## config.mk

```make
export PLATFORM = sky130hd
export DESIGN_NAME = voice_allocator
export DESIGN_NICKNAME = d
export VERILOG_FILES = /design/src/rtl/voice_allocator_pkg.sv /design/src/rtl/voice_table.sv /design/src/rtl/voice_allocator.sv
export SDC_FILE = /design/constraint.sdc
export NUM_CORES = 1
export LEC_CHECK = 0
export ABC_CLOCK_PERIOD_IN_PS = 3750
export BUFFER_PORTS_ARGS = -buffer_cell sky130_fd_sc_hd__buf_2
export CORE_ASPECT_RATIO = 1.2
export CORE_MARGIN = 3
export CORE_UTILIZATION = 48
export CTS_CLUSTER_DIAMETER = 80
export DETAILED_ROUTE_END_ITERATION = 12
export PLACE_DENSITY = 0.75
export SKIP_CTS_REPAIR_TIMING = 1
export SLEW_MARGIN = 40
export SYNTH_ARGS = -nofsm -noshare
export SYNTH_HDL_FRONTEND = slang
export SYNTH_SLANG_ARGS = --single-unit
export TNS_END_PERCENT = 20
```

## constraint.sdc

```tcl
create_clock -name clk -period 3.75 [get_ports clk]
set_input_delay 0.375 -clock clk [delete_from_list [all_inputs] [get_ports clk]]
set_output_delay 0.375 -clock clk [all_outputs]
set_load 0.005 [all_outputs]
```

## src/rtl/voice_allocator_pkg.sv

```systemverilog
// Shared constants, event/FSM encodings and index helper for the voice allocator slice.
package voice_allocator_pkg;

  localparam int MIDI_NOTE_W = 7;
  localparam int MIDI_VEL_W  = 7;
  localparam int VOICE_IDX_W = 8;

  typedef logic [MIDI_NOTE_W-1:0] note_t;
  typedef logic [MIDI_VEL_W-1:0]  vel_t;
  typedef logic [VOICE_IDX_W-1:0] vidx_t;

  typedef enum logic {
    EV_OFF = 1'b0,
    EV_ON  = 1'b1
  } ev_type_t;

  localparam logic [1:0] ST_IDLE   = 2'd0;
  localparam logic [1:0] ST_SCAN   = 2'd1;
  localparam logic [1:0] ST_COMMIT = 2'd2;

  // Bits needed to address an n-entry table (never below 1).
  function automatic int idx_w(input int n);
    return (n > 1) ? $clog2(n) : 1;
  endfunction

endpackage

```

## src/rtl/voice_table.sv

```systemverilog
// Per-voice key/note/velocity/age store with a sweep read port, a scan read port,
// one write port and a saturating age update applied on every allocator commit.
module voice_table
  import voice_allocator_pkg::*;
#(
  parameter int NUM_VOICES = 16,
  parameter int AGE_W      = 8,
  parameter int IW         = 4
) (
  input  logic             clk,
  input  logic             reset,
  input  logic [IW-1:0]    sweep_idx,
  output logic             sweep_key,
  output note_t            sweep_note,
  output vel_t             sweep_vel,
  input  logic [IW-1:0]    scan_idx,
  output logic             scan_key,
  output note_t            scan_note,
  output logic [AGE_W-1:0] scan_age,
  input  logic             wr_en,
  input  logic [IW-1:0]    wr_idx,
  input  logic             wr_key,
  input  note_t            wr_note,
  input  vel_t             wr_vel,
  input  logic             wr_vel_en,
  input  logic             age_inc,
  input  logic             clr_keys
);

  localparam logic [AGE_W-1:0] AGE_MAX = {AGE_W{1'b1}};

  logic             key_q  [NUM_VOICES];
  logic             key_d  [NUM_VOICES];
  note_t            note_q [NUM_VOICES];
  note_t            note_d [NUM_VOICES];
  vel_t             vel_q  [NUM_VOICES];
  vel_t             vel_d  [NUM_VOICES];
  logic [AGE_W-1:0] age_q  [NUM_VOICES];
  logic [AGE_W-1:0] age_d  [NUM_VOICES];

  assign sweep_key  = key_q[sweep_idx];
  assign sweep_note = note_q[sweep_idx];
  assign sweep_vel  = vel_q[sweep_idx];
  assign scan_key   = key_q[scan_idx];
  assign scan_note  = note_q[scan_idx];
  assign scan_age   = age_q[scan_idx];

  always_comb begin
    for (int i = 0; i < NUM_VOICES; i++) begin
      key_d[i]  = key_q[i];
      note_d[i] = note_q[i];
      vel_d[i]  = vel_q[i];
      age_d[i]  = age_q[i];
      if (wr_en && (wr_idx == IW'(i))) begin
        key_d[i]  = wr_key;
        note_d[i] = wr_note;
        age_d[i]  = '0;
        if (wr_vel_en) begin
          vel_d[i] = wr_vel;
        end
      end else if (age_inc && (age_q[i] != AGE_MAX)) begin
        age_d[i] = age_q[i] + AGE_W'(1);
      end
      // Panic wins over any write; only the key bits are touched.
      if (clr_keys) begin
        key_d[i] = 1'b0;
      end
    end
  end

  always_ff @(posedge clk or negedge reset) begin
    if (!reset) begin
      for (int i = 0; i < NUM_VOICES; i++) begin
        key_q[i]  <= 1'b0;
        note_q[i] <= '0;
        vel_q[i]  <= '0;
        age_q[i]  <= AGE_MAX;
      end
    end else begin
      key_q  <= key_d;
      note_q <= note_d;
      vel_q  <= vel_d;
      age_q  <= age_d;
    end
  end

endmodule

```

## src/rtl/voice_allocator.sv

```systemverilog
// Note-event voice allocator: a 2-clock-per-slot sweep feeding the envelope stage and an
// IDLE/SCAN/COMMIT FSM that matches, allocates or steals a voice slot per event.
module voice_allocator
  import voice_allocator_pkg::*;
#(
  parameter int NUM_VOICES = 16,
  parameter int AGE_W      = 8
) (
  input  logic                   clk,
  input  logic                   reset,
  input  logic                   ev_valid,
  output logic                   ev_ready,
  input  logic                   ev_on,
  input  logic [MIDI_NOTE_W-1:0] ev_note,
  input  logic [MIDI_VEL_W-1:0]  ev_velocity,
  input  logic                   panic,
  output logic [VOICE_IDX_W-1:0] voice_index,
  output logic                   slot_phase,
  output logic                   frame_start,
  output logic                   key_state,
  output logic [MIDI_NOTE_W-1:0] voice_note,
  output logic [MIDI_VEL_W-1:0]  voice_velocity
);

  localparam int          IW        = idx_w(NUM_VOICES);
  localparam vidx_t       LAST_IDX  = VOICE_IDX_W'(NUM_VOICES - 1);
  localparam logic [IW-1:0] LAST_SCAN = IW'(NUM_VOICES - 1);

  // Sweep: slot_phase toggles each clock; index and outputs advance on the 1->0 phase edge.
  vidx_t idx_q, idx_d, idx_next;
  logic  phase_q, phase_d;
  logic  frame_q, frame_d;
  logic  key_q, key_d;
  note_t note_q, note_d;
  vel_t  vel_q, vel_d;

  logic  sw_key;
  note_t sw_note;
  vel_t  sw_vel;

  always_comb begin
    idx_next = (idx_q == LAST_IDX) ? '0 : idx_q + VOICE_IDX_W'(1);
    phase_d  = ~phase_q;
    idx_d    = idx_q;
    frame_d  = frame_q;
    key_d    = key_q;
    note_d   = note_q;
    vel_d    = vel_q;
    if (phase_q) begin
      idx_d   = idx_next;
      frame_d = (idx_next == '0);
      key_d   = sw_key;
      note_d  = sw_note;
      vel_d   = sw_vel;
    end
  end

  always_ff @(posedge clk or negedge reset) begin
    if (!reset) begin
      idx_q   <= '0;
      phase_q <= 1'b0;
      frame_q <= 1'b1;
      key_q   <= 1'b0;
      note_q  <= '0;
      vel_q   <= '0;
    end else begin
      idx_q   <= idx_d;
      phase_q <= phase_d;
      frame_q <= frame_d;
      key_q   <= key_d;
      note_q  <= note_d;
      vel_q   <= vel_d;
    end
  end

  assign voice_index    = idx_q;
  assign slot_phase     = phase_q;
  assign frame_start    = frame_q;
  assign key_state      = key_q;
  assign voice_note     = note_q;
  assign voice_velocity = vel_q;

  // Event FSM. Handshake: an event transfers on a clock edge where ev_valid && ev_ready;
  // ev_ready is high only in IDLE with panic low, and does not depend on ev_valid.
  logic [1:0]       state_q, state_d;
  ev_type_t         ev_on_q, ev_on_d;
  note_t            ev_note_q, ev_note_d;
  vel_t             ev_vel_q, ev_vel_d;
  logic [IW-1:0]    scan_ptr_q, scan_ptr_d;
  logic             match_found_q, match_found_d;
  logic [IW-1:0]    match_idx_q, match_idx_d;
  logic             free_found_q, free_found_d;
  logic [IW-1:0]    free_idx_q, free_idx_d;
  logic [AGE_W-1:0] free_age_q, free_age_d;
  logic             steal_found_q, steal_found_d;
  logic [IW-1:0]    steal_idx_q, steal_idx_d;
  logic [AGE_W-1:0] steal_age_q, steal_age_d;

  logic             scan_key;
  note_t            scan_note;
  logic [AGE_W-1:0] scan_age;
  logic             wr_en;
  logic [IW-1:0]    wr_idx;
  logic             wr_key;
  logic             wr_vel_en;
  logic             age_inc;

  always_comb begin
    state_d       = state_q;
    ev_on_d       = ev_on_q;
    ev_note_d     = ev_note_q;
    ev_vel_d      = ev_vel_q;
    scan_ptr_d    = scan_ptr_q;
    match_found_d = match_found_q;
    match_idx_d   = match_idx_q;
    free_found_d  = free_found_q;
    free_idx_d    = free_idx_q;
    free_age_d    = free_age_q;
    steal_found_d = steal_found_q;
    steal_idx_d   = steal_idx_q;
    steal_age_d   = steal_age_q;
    ev_ready      = (state_q == ST_IDLE) && !panic;
    wr_en         = 1'b0;
    wr_idx        = match_idx_q;
    wr_key        = 1'b1;
    wr_vel_en     = 1'b1;
    age_inc       = 1'b0;

    case (state_q)
      ST_IDLE: begin
        if (ev_valid && ev_ready) begin
          ev_on_d       = ev_type_t'(ev_on);
          ev_note_d     = ev_note;
          ev_vel_d      = ev_velocity;
          scan_ptr_d    = '0;
          match_found_d = 1'b0;
          match_idx_d   = '0;
          free_found_d  = 1'b0;
          free_idx_d    = '0;
          free_age_d    = '0;
          steal_found_d = 1'b0;
          steal_idx_d   = '0;
          steal_age_d   = '0;
          state_d       = ST_SCAN;
        end
      end
      ST_SCAN: begin
        if (scan_key && (scan_note == ev_note_q) && !match_found_q) begin
          match_found_d = 1'b1;
          match_idx_d   = scan_ptr_q;
        end
        // Strict greater-than keeps the lowest index on equal ages.
        if (!scan_key && (!free_found_q || (scan_age > free_age_q))) begin
          free_found_d = 1'b1;
          free_idx_d   = scan_ptr_q;
          free_age_d   = scan_age;
        end
        if (scan_key && (!steal_found_q || (scan_age > steal_age_q))) begin
          steal_found_d = 1'b1;
          steal_idx_d   = scan_ptr_q;
          steal_age_d   = scan_age;
        end
        scan_ptr_d = scan_ptr_q + IW'(1);
        if (scan_ptr_q == LAST_SCAN) begin
          state_d = ST_COMMIT;
        end
      end
      ST_COMMIT: begin
        age_inc = 1'b1;
        state_d = ST_IDLE;
        if (ev_on_q == EV_ON) begin
          wr_en = 1'b1;
          if (match_found_q) begin
            wr_idx = match_idx_q;
          end else if (free_found_q) begin
            wr_idx = free_idx_q;
          end else begin
            wr_idx = steal_idx_q;
          end
        end else begin
          wr_en     = match_found_q;
          wr_key    = 1'b0;
          wr_vel_en = 1'b0;
        end
      end
      default: state_d = ST_IDLE;
    endcase

    if (panic) begin
      state_d = ST_IDLE;
      wr_en   = 1'b0;
      age_inc = 1'b0;
    end
  end

  always_ff @(posedge clk or negedge reset) begin
    if (!reset) begin
      state_q       <= ST_IDLE;
      ev_on_q       <= EV_OFF;
      ev_note_q     <= '0;
      ev_vel_q      <= '0;
      scan_ptr_q    <= '0;
      match_found_q <= 1'b0;
      match_idx_q   <= '0;
      free_found_q  <= 1'b0;
      free_idx_q    <= '0;
      free_age_q    <= '0;
      steal_found_q <= 1'b0;
      steal_idx_q   <= '0;
      steal_age_q   <= '0;
    end else begin
      state_q       <= state_d;
      ev_on_q       <= ev_on_d;
      ev_note_q     <= ev_note_d;
      ev_vel_q      <= ev_vel_d;
      scan_ptr_q    <= scan_ptr_d;
      match_found_q <= match_found_d;
      match_idx_q   <= match_idx_d;
      free_found_q  <= free_found_d;
      free_idx_q    <= free_idx_d;
      free_age_q    <= free_age_d;
      steal_found_q <= steal_found_d;
      steal_idx_q   <= steal_idx_d;
      steal_age_q   <= steal_age_d;
    end
  end

  voice_table #(
    .NUM_VOICES (NUM_VOICES),
    .AGE_W      (AGE_W),
    .IW         (IW)
  ) u_table (
    .clk        (clk),
    .reset      (reset),
    .sweep_idx  (idx_next[IW-1:0]),
    .sweep_key  (sw_key),
    .sweep_note (sw_note),
    .sweep_vel  (sw_vel),
    .scan_idx   (scan_ptr_q),
    .scan_key   (scan_key),
    .scan_note  (scan_note),
    .scan_age   (scan_age),
    .wr_en      (wr_en),
    .wr_idx     (wr_idx),
    .wr_key     (wr_key),
    .wr_note    (ev_note_q),
    .wr_vel     (ev_vel_q),
    .wr_vel_en  (wr_vel_en),
    .age_inc    (age_inc),
    .clr_keys   (panic)
  );

endmodule

```

# Yosys cells after proc, flatten, opt, wreduce, memory -nomap -nowiden
# Cells that the tools add are included.
# totals
regBits	445
in_bits	19
word_cells	371
# classes
addsub	18
order_cmp	4
n_eq_ne	42
mux	118
n_bitwise	3
reduce_logical	103
# op_table
op	n
8-bit 2-to-1 mux	38
8-bit by 1-bit adder with 8-bit output, second input constant	17
8-bit != test, second input constant	16
7-bit binary-select mux with 4-bit select	3
2-bit nonzero test	33
1-bit 2-to-1 mux	47
7-bit 2-to-1 mux	6
1-bit logical AND	38
2-bit AND reduction	19
4-bit equality test, second input constant	9
8-bit binary-select mux with 4-bit select	1
4-bit 2-to-1 mux	8
4-bit one-hot mux with 2 select lines	4
8-bit one-hot mux with 2 select lines	2
4-bit by 3-bit equality test with 1-bit output, second input constant	4
8-bit greater-than comparator	2
5-bit greater-or-equal comparator, second input constant	2
4-bit inverter with 5-bit output	2
3-bit AND reduction	3
1-bit binary-select mux with 4-bit select	2
4-bit by 2-bit equality test with 1-bit output, second input constant	2
8-bit by 4-bit equality test with 1-bit output, second input constant	1
8-bit logical NOT	1
7-bit equality test	1
other kinds (16)	27

# Depth between registers and ports, before layout
# Gate-level depths: netlist of the first run.
# logic_depth
ltp_word	9
depth_mapped	17

# Hierarchy
# Synthesis of the first run repeated with hierarchy kept, for this count alone.
# unflattened
cells_unflattened	1942
hier_area_um2	23381.2
# by_module_without_submodules
module	n_inst	cells_per_inst	area_per_inst_um2
voice_table	1	1561	19469.9
voice_allocator	1	381	3911.3

# Worst setup path before layout of the first run
# OpenSTA, ideal clock, no wires.
# synth_path
path_kind	reg-to-reg
startpoint	register scan_ptr_q[1]
endpoint	register free_age_q[0]
setup_ps	121
arrival_time_ps	3660
path_slack_ps	-31
path_stages_with_launch	16
path_buffers	4
synth_period_minus_slack_ps	3781
cell_sequence	dfrtp_1 buf_2 clkbuf_1 clkbuf_1 mux4_2 mux4_2 ha_1 nor2b_1 o21a_1 o21ai_0 a21oi_1 o22ai_1 a21o_1 clkbuf_1 a22o_1 a22o_1
# synth_via
elab_chain_cells	9
word_cells_on_any_way	15
# synth_lines
element	line	rtl
from (decl)	voice_allocator.sv:89	logic [IW-1:0] scan_ptr_q, scan_ptr_d;
from (signal assigned)	voice_allocator.sv:216	scan_ptr_q <= scan_ptr_d;
4-bit inverter with 5-bit output (not written as such) *	voice_table.sv:44, voice_table.sv:46	
8-bit binary-select mux with 4-bit select	voice_table.sv:46	assign scan_age = age_q[scan_idx];
8-bit 2-to-1 mux (not written as such) (2 in a row)	voice_table.sv:46	
8-bit greater-than comparator	voice_allocator.sv:153	if (!scan_key && (!free_found_q || (scan_age > free_age_q))) begin
1-bit logical OR	voice_allocator.sv:153	
1-bit logical AND	voice_allocator.sv:153	
2-bit != test (no source line)	--	
3-bit AND reduction (no source line)	--	
to (signal assigned)	voice_allocator.sv:221	free_age_q <= free_age_d;
to (decl)	voice_allocator.sv:94	logic [AGE_W-1:0] free_age_q, free_age_d;
# Every way passes the cells marked *; elsewhere a longest branch is shown, timed or not. The select of a mux whose other input is x is not followed.
# A chain may end at the register's enable or synchronous reset.

# Worst setup path in the final report of the first run
# layout_path
startpoint	register scan_ptr_q[0]
endpoint	register steal_age_q[2]
# layout_via
elab_chain_cells	9
word_cells_on_any_way	14
# layout_lines
element	line	rtl
4-bit inverter with 5-bit output (not written as such) *	voice_table.sv:44, voice_table.sv:46	
8-bit binary-select mux with 4-bit select	voice_table.sv:46	
8-bit 2-to-1 mux (not written as such) (2 in a row)	voice_table.sv:46	
8-bit greater-than comparator	voice_allocator.sv:158	if (scan_key && (!steal_found_q || (scan_age > steal_age_q))) begin
1-bit logical OR	voice_allocator.sv:158	
1-bit logical AND	voice_allocator.sv:158	
2-bit != test (no source line)	--	
3-bit AND reduction (no source line)	--	
to (signal assigned)	voice_allocator.sv:224	steal_age_q <= steal_age_d;
to (decl)	voice_allocator.sv:97	logic [AGE_W-1:0] steal_age_q, steal_age_d;
# Marks and branches as above.

==> results of run 1 <==
## final cells by class
| class | instances | area (um2) | area share, % |
|---|---|---|---|
| inverters | 28 | 105 | 0.401 |
| clock inverters | 20 | 275 | 1.05 |
| flip-flops and latches | 445 | 11300 | 43.1 |
| repair buffers | 119 | 940 | 3.58 |
| clock buffers | 66 | 1330 | 5.06 |
| well taps | 623 | 779 | 2.97 |
| multi-input cells | 1232 | 11500 | 43.8 |
## power groups by stage
stage	clock network (uW)	logic (uW)	registers (uW)
2_1_floorplan	0	1430	5080
3_3_place_gp	0	1720	5280
3_5_place_dp	0	1780	5290
4_1_cts	4930	1780	5210
5_1_grt	5140	2000	5230
6_report	4860	1830	5210
## state kept, by name, summed over array words and instances (netlist names), 2 cells and up
signal	count
u_table.vel_q	112
scan_ptr_q	4
voice_note	7
steal_age_q	8
steal_idx_q	4
u_table.age_q	128
u_table.key_q	16
voice_index	8
ev_note_q	7
state_q	2
match_idx_q	4
free_idx_q	4
ev_vel_q	7
free_age_q	8
u_table.note_q	112
voice_velocity	7
## per-stage QoR
step                instances  total power (uW)  utilization, %  hold slack [ns]  instance area, um2
floorplan                1810              6510               -           0.0794               23400
global placement         2436              7010            51.5            0.460               24500
detailed placement       2437              7070            51.5            0.464               24500
CTS                      2523             11900            54.9          -0.0894               26100
global route             2533             12400            55.1          0.00352               26200
finish                   2533             11900            55.1         -0.00984               26200
## cells in the mapped netlist, drive strengths merged (2+ instances only)
library cell	n	area share (%)
dfrtp	316	34
mux2	232	11
nor2	187	3.7
mux4	133	13
dfstp	129	15
nand2	115	1.9
xor2	66	2.5
mux2i	63	2.8
buf	53	1.4
clkbuf	52	0.84
nand4	43	1.2
o21ai	42	0.90
xnor2	41	1.5
a21oi	37	0.79
a22o	37	1.4
ha	34	1.8
nand3	33	0.92
inv	27	0.43
or3	25	0.69
nor3	21	0.71
and3	18	0.48
o22ai	17	0.46
a21o	16	0.51
a211oi	13	0.42
o2111ai	9	0.72
a31oi	5	0.16
nor2b	5	0.13
nand2b	4	0.11
nor4	4	0.11
o211ai	4	0.13
or2	4	0.11
a311oi	3	0.11
o21a	3	0.096
a21boi	2	0.064
a41oi	2	0.075
and2	2	0.054
and4	2	0.075
## logic make-up (layout without fill, tap and decap cells)
group,count (synthesis),count (layout),synth area share (%)
DFF,445,445,48.4
muxes,428,428,26.8
xor gates and xnor gates,107,107,4.01
buffers and inverters,133,233,2.64
AOI/OAI and AO/OA,195,195,6.05
adders and majority gates,34,34,1.82
and+or+nand+nor,468,468,10.3
## per-layer routing
| layer | vias to the layer above | track usage [%] | share of wire (%) |
|---|---|---|---|
| met5 | - | 0 | 0 |
| met4 | 0 | 9.25 | 4.0 |
| met3 | 126 | 3.45 | 4.4 |
| met2 | 439 | 39.4 | 50 |
| met1 | 8080 | 29.1 | 41 |
| li1 | 6801 | - | - |
## tightest hold or removal path, delay by kind of cell
kind / cells / cell delay (ns)
buffers and inverters: 1 / 0.08
and+or+nand+nor: 2 / 0.09
## path summary, 6_finish.rpt
kind,endpoint,slack [ns],depth (start not counted)
min reg2reg,voice_note[4],0.48,1
min,ev_note_q[2],-0.01,3
max in group asynchronous,u_table.vel_q[32],2.20,5
max reg2reg,steal_age_q[2],0.14,12
max,steal_age_q[2],0.14,12
min in group asynchronous,u_table.vel_q[84],0.29,2
## cells in the final DEF, fill, tap and decap left out, types with 6 or more instances in the layout
cell type,synthesis,routed
buf_4,6,60
inv_1,25,25
nor2_1,167,167
ha_1,34,33
bufinv_16,0,6
buf_12,0,9
nor2_8,6,6
dfstp_2,129,129
nand2_1,111,111
a21oi_1,37,37
o22ai_1,17,17
and3_1,18,18
o21ai_0,41,40
clkbuf_16,0,47
nor2_2,8,7
nand4_1,43,43
mux2i_1,61,61
clkbuf_1,52,11
or3_1,24,24
dfrtp_1,316,314
nor2_4,6,7
nor3_2,10,10
xnor2_1,41,41
a22o_1,37,37
mux2_2,232,232
clkinv_2,0,10
a211oi_1,13,13
o2111ai_2,6,6
mux4_2,133,133
nand3_1,29,29
nor3_1,10,9
clkbuf_8,0,8
xor2_1,66,65
a21o_1,16,15
buf_2,34,43
==> run summary, run 1 <==
Final Hold Violating Endpoints: 4
Clk Tree Root Cell: clkbuf_16
cell row count: 87
EDFF count, synth: 0
Final nets: 1925
Data required, critical path: 4.21 ns
Crit. End Element: flop
die area: 0.0514 mm2
Worst EP arrival: 4.07 ns
Worst Setup Start Kind: flop
post-synthesis cell type count: 66
GR Overflow Total: 0
DRC: 0
Seq pwr share: 43.8%
placer congestion estimate: 0.898
fin crit share: 96.4%
register area share after synthesis: 48.4%
status: finished, violations left
failing checks: hold timing
synthesized netlist net count: 1863
DR pass1 iterations: 7
synthesized area: 0.0234 mm2
Slew Limit Fails: 0
Initial Util: 49.1%
# diodes: 0
Place WS: 0.134 ns
Setup-failing EPs final: 0
clk slew on worst S/H paths: 0.06 ns
hold path start: ev_note[2]
core area: 0.0476 mm2
fmax: 0.277 GHz
Worst Hold Slack: -0.00984 ns
Post-synth top flop: dfrtp_1
CTS max path bufs: 3
worst IR drop on VDD: 344 uV
ys async rst share: 100%
Iteration-0 DRC Markers: 1282
CTS tree: done
relative slew slack: 42.3%
DP HPWL: 39500 um
Vias: 15400
Internal Power: 8640 uW
R2R Path Start: scan_ptr_q[0]
Routed Antenna Nets: 0
synth warn: 0
# clock sinks: 445
H-tree depth: 2
# IOs: 45
critical path's top delay family: multiplexers
crit-path cells: buf_4 -> mux4_2 -> mux4_2 -> ha_1 -> nor2b_1 -> o21a_1 -> o21ai_0 -> a21oi_1 -> o22ai_1 -> a21boi_0 -> and2_1 -> a22o_1
most used cell along the critical path: mux4_2
flops & latches, synth: 445
max cap viols: 0
Detailed Route WL: 58000 um
largest net degree at the start of global routing: 108
total negative slack: 0 ns
initial antenna violation count: 0
first-pass GRT wire length: 92700 um
syn avg cell area: 12.9 um2
GRT Resource Usage Total: 22.8%
routed vias/inst: 6.10
area delta synth->final: 12.3%
buffers added on ports: 44
Die H: 248 um
Syn Inst Count: 1810
Pwr per Cell Area: 454 mW/mm2
min Tclk post-route: 3.61 ns
die width: 207 um
Worst Hold Class: in2reg
insertion delay to the later sink of the worst-skew pair: 0.60 ns
fillers: 3749
WS Path Type: reg2reg
Clock Skew: 0.0284 ns
RSZ-0062 raised after global routing: no
Avg WL per Cell: 22.9 um
delay of the slowest critical-path stage: 0.56 ns
slowest cell on the critical path: mux4_2
Worst Path Buf+Inv: 1
Num CTS Buffers: 46
leakage power: 0.0115 uW
share of cells above drive strength 1: 39.4%
power share of the combinational group: 15.4%
Clock Power Share: 40.9%
Worst Tran Pin Value: 0.864 ns
final setup margin: 0.136 ns
NetSw: 3250 uW
crit-path max FO: 11
vias in the first global route: 16200
crit path from: scan_ptr_q[0]
Sw Ratio: 27.3%
Note: power is estimated with default switching activity, not from simulation.
==> run 2: changes to the inputs <==
--- a/config.mk
+++ b/config.mk
@@ -5,6 +5,7 @@
 export SDC_FILE = /design/constraint.sdc
 export NUM_CORES = 1
 export LEC_CHECK = 0
+export ABC_AREA = 1
 export ABC_CLOCK_PERIOD_IN_PS = 3750
 export BUFFER_PORTS_ARGS = -buffer_cell sky130_fd_sc_hd__buf_2
 export CORE_ASPECT_RATIO = 1.2
@@ -12,7 +13,8 @@
 export CORE_UTILIZATION = 48
 export CTS_CLUSTER_DIAMETER = 80
 export DETAILED_ROUTE_END_ITERATION = 12
-export PLACE_DENSITY = 0.75
+export GPL_ROUTABILITY_DRIVEN = 1
+export PLACE_DENSITY = 0.76
 export SKIP_CTS_REPAIR_TIMING = 1
 export SLEW_MARGIN = 40
 export SYNTH_ARGS = -nofsm -noshare
==> run 2 against run 1 <==
The flow still finishes with violations (hold timing). Clock power is 4% lower. Die area is 3.0% higher. Total power is 31% higher. Synthesized area is 3.1% higher. Global-route usage is 2.5 points higher. First-iteration DRC count is 72% higher. Fmax is 6.8% higher. Critical path depth is 6 higher.
==> run summary, run 2 <==
Worst Tran Pin Value: 0.826 ns
share of cells above drive strength 1: 11.2%
Reg2Reg Setup Slack: 0.36 ns
Vias: 21700
Worst Hold Class: in2reg
die width: 211 um
leading area contributor after synthesis: dfrtp_1
WS Path Type: reg2reg
min Tclk post-route: 3.39 ns
# IOs: 45
Clk Tree Root Cell: clkbuf_16
largest registers: u_table.age_q x128, u_table.note_q x112, u_table.vel_q x112
Detailed Route WL: 67300 um
commonest cells in the synthesized netlist: nand2_1, o21ai_0, inv_1, dfrtp_1, nand3_1
WP depth: 18
Avg WL per Cell: 17.3 um
largest family of logic cells by synthesized area: simple AND/OR/NAND/NOR gates
Post-synth top flop: dfrtp_1
synth warn: 0
Die H: 251 um
Routed Antenna Nets: 0
vias in the first global route: 20200
CTS max path bufs: 3
GRT Resource Usage Total: 25.3%
Worst Setup Start Kind: flop
Slew Limit Fails: 0
RSZ-0062 raised after global routing: no
Clock Skew: 0.0631 ns
flops & latches, synth: 445
post-synthesis cell type count: 49
max FFs per register: 128
Worst Path Buf+Inv: 3
Synth area leaders: dfrtp_1, nand2_1, dfstp_2
relative slew slack: 44.9%
Pwr per Cell Area: 589 mW/mm2
synthesized area: 0.0241 mm2
crit-path cells: inv_2 -> buf_12 -> a21oi_1 -> o21ai_0 -> nand3_1 -> nand2_1 -> a31oi_1 -> inv_1 -> nand2_1 -> ha_1 -> nand2_1 -> o21ai_0 -> a21oi_1 -> o21ai_0 -> nand2_1 -> nand2_1 -> nand2_2 -> o31ai_1
R2R Path Start: scan_ptr_q[0]
worst IR drop on VDD: 387 uV
share of the synthesized area in the top cell type: 32.8%
syn avg cell area: 7.44 um2
first-pass GRT wire length: 109000 um
max cap viols: 0
clk slew on worst S/H paths: 0.06 ns
# clock sinks: 445
EDFF count, synth: 0
slowest cell on the critical path: dfrtp_4
Num CTS Buffers: 49
Synth Area in Compound Gates: 16.7%
total negative slack: 0 ns
most frequent cells in the layout: nand2_1, o21ai_0, inv_1, dfrtp_1, nand3_1
crit path from: scan_ptr_q[0]
DR pass1 iterations: 8
delay of the slowest critical-path stage: 0.63 ns
R2R cell count: 18
GR Overflow Total: 0
DP Area: 0.0249 mm2
FF-to-FF End: free_idx_q[3]
Final Hold Violating Endpoints: 1
placer congestion estimate: 0.907
H-tree depth: 2
Worst Hold Slack: -0.0250 ns
fmax: 0.295 GHz
routed vias/inst: 5.57
fin util: 53.7%
synthesized netlist net count: 3291
CTS tree: done
crit-path max FO: 45
Data required, critical path: 4.28 ns
failing checks: hold timing
status: finished, violations left
fin crit share: 90.3%
insertion delay to the later sink of the worst-skew pair: 0.63 ns
cell row count: 89
Setup-failing EPs final: 0
ys async rst share: 100%
Crit. End Element: flop
largest net degree at the start of global routing: 126
Design Power: 15600 uW
post-synthesis simple-gate area fraction: 25.5%
leakage power: 0.0129 uW
die area: 0.0529 mm2
initial antenna violation count: 1
register area share after synthesis: 46.9%
Worst Setup EP: free_idx_q[3]
Initial Util: 48.7%
Syn Inst Count: 3238
area delta synth->final: 10.2%
DP HPWL: 45300 um
DRC: 0
post-route cell area: 0.0265 mm2
Largest Register: u_table.age_q
mux share of post-synthesis cell area: 0%
Iteration-0 DRC Markers: 2207
core area: 0.0494 mm2
Worst EP arrival: 3.91 ns
most used cell along the critical path: nand2_1
most common cell in the netlist: nand2_1
Final nets: 3270
commonest non-fill, non-tap cell in the layout: nand2_1
share of synthesized cell area in full adder, half adder and majority cells: 1.77%
post-synthesis xor/xnor area fraction: 0.364%
critical path's top delay family: compound AO/OA/AOI/OAI gates
buffers added on ports: 44
-- run 2: how the worst min path moves through the flow --
stage / from / end / cells past startpoint
2_1_floorplan: reset / ev_note_q[0] / 0
3_3_place_gp: frame_start / frame_start / 2
3_5_place_dp: frame_start / frame_start / 2
4_1_cts: ev_velocity[5] / ev_vel_q[5] / 3
5_1_grt: ev_velocity[3] / ev_vel_q[3] / 3
6_report: ev_note[3] / ev_note_q[3] / 3
-- run 2: per-stage QoR --
step                cells  setup WS [ns]
floorplan            3238          0.733
global placement     3799          0.325
detailed placement   3799          0.159
CTS                  3884          0.164
global route         3888        0.00307
finish               3889          0.365
-- run 2: area by class of cell --
type	instances	area, um2
sequential	445	11300
antenna	1	2.50
clock inverter	12	135
clock buffer	73	1420
multi-input combinational	2252	10700
fill	4649	22900
inverter	366	1370
timing repair buffer	103	812
tap	637	797
-- run 2: worst register-to-register path: stages, from the launching register on --
cell     delay [ns]
dfrtp_4        0.63
inv_2          0.32
buf_12         0.25
a21oi_1        0.09
o21ai_0        0.09
nand3_1        0.10
nand2_1        0.08
a31oi_1        0.04
inv_1          0.14
nand2_1        0.10
ha_1           0.29
nand2_1        0.07
o21ai_0        0.23
a21oi_1        0.07
o21ai_0        0.17
nand2_1        0.09
nand2_1        0.08
nand2_2        0.18
o31ai_1        0.27
-- run 2: kinds of logic after synthesis --
kind of cell | after synthesis
compound gates | 732
flops | 445
buf+inv | 541
fa+ha+maj | 34
xor+xnor | 10
simple gates | 1476
-- run 2: where the power goes --
| part | total [uW] | switching, uW | internal (uW) |
|---|---|---|---|
| sequential | 6460 | 673 | 5790 |
| clock | 4660 | 2030 | 2630 |
| combinational | 4510 | 3070 | 1440 |
| total | 15600 | 5770 | 9860 |
-- run 2: metal layers --
metal	part of all wire, %	up-vias	GRT usage [%]	routed length [um]
met2	47	819	41.7	31700
met3	7.0	153	3.79	4730
met4	3.6	0	9.09	2440
met1	42	10200	34.2	28500
met5	0	-	0	0
li1	-	10500	-	-
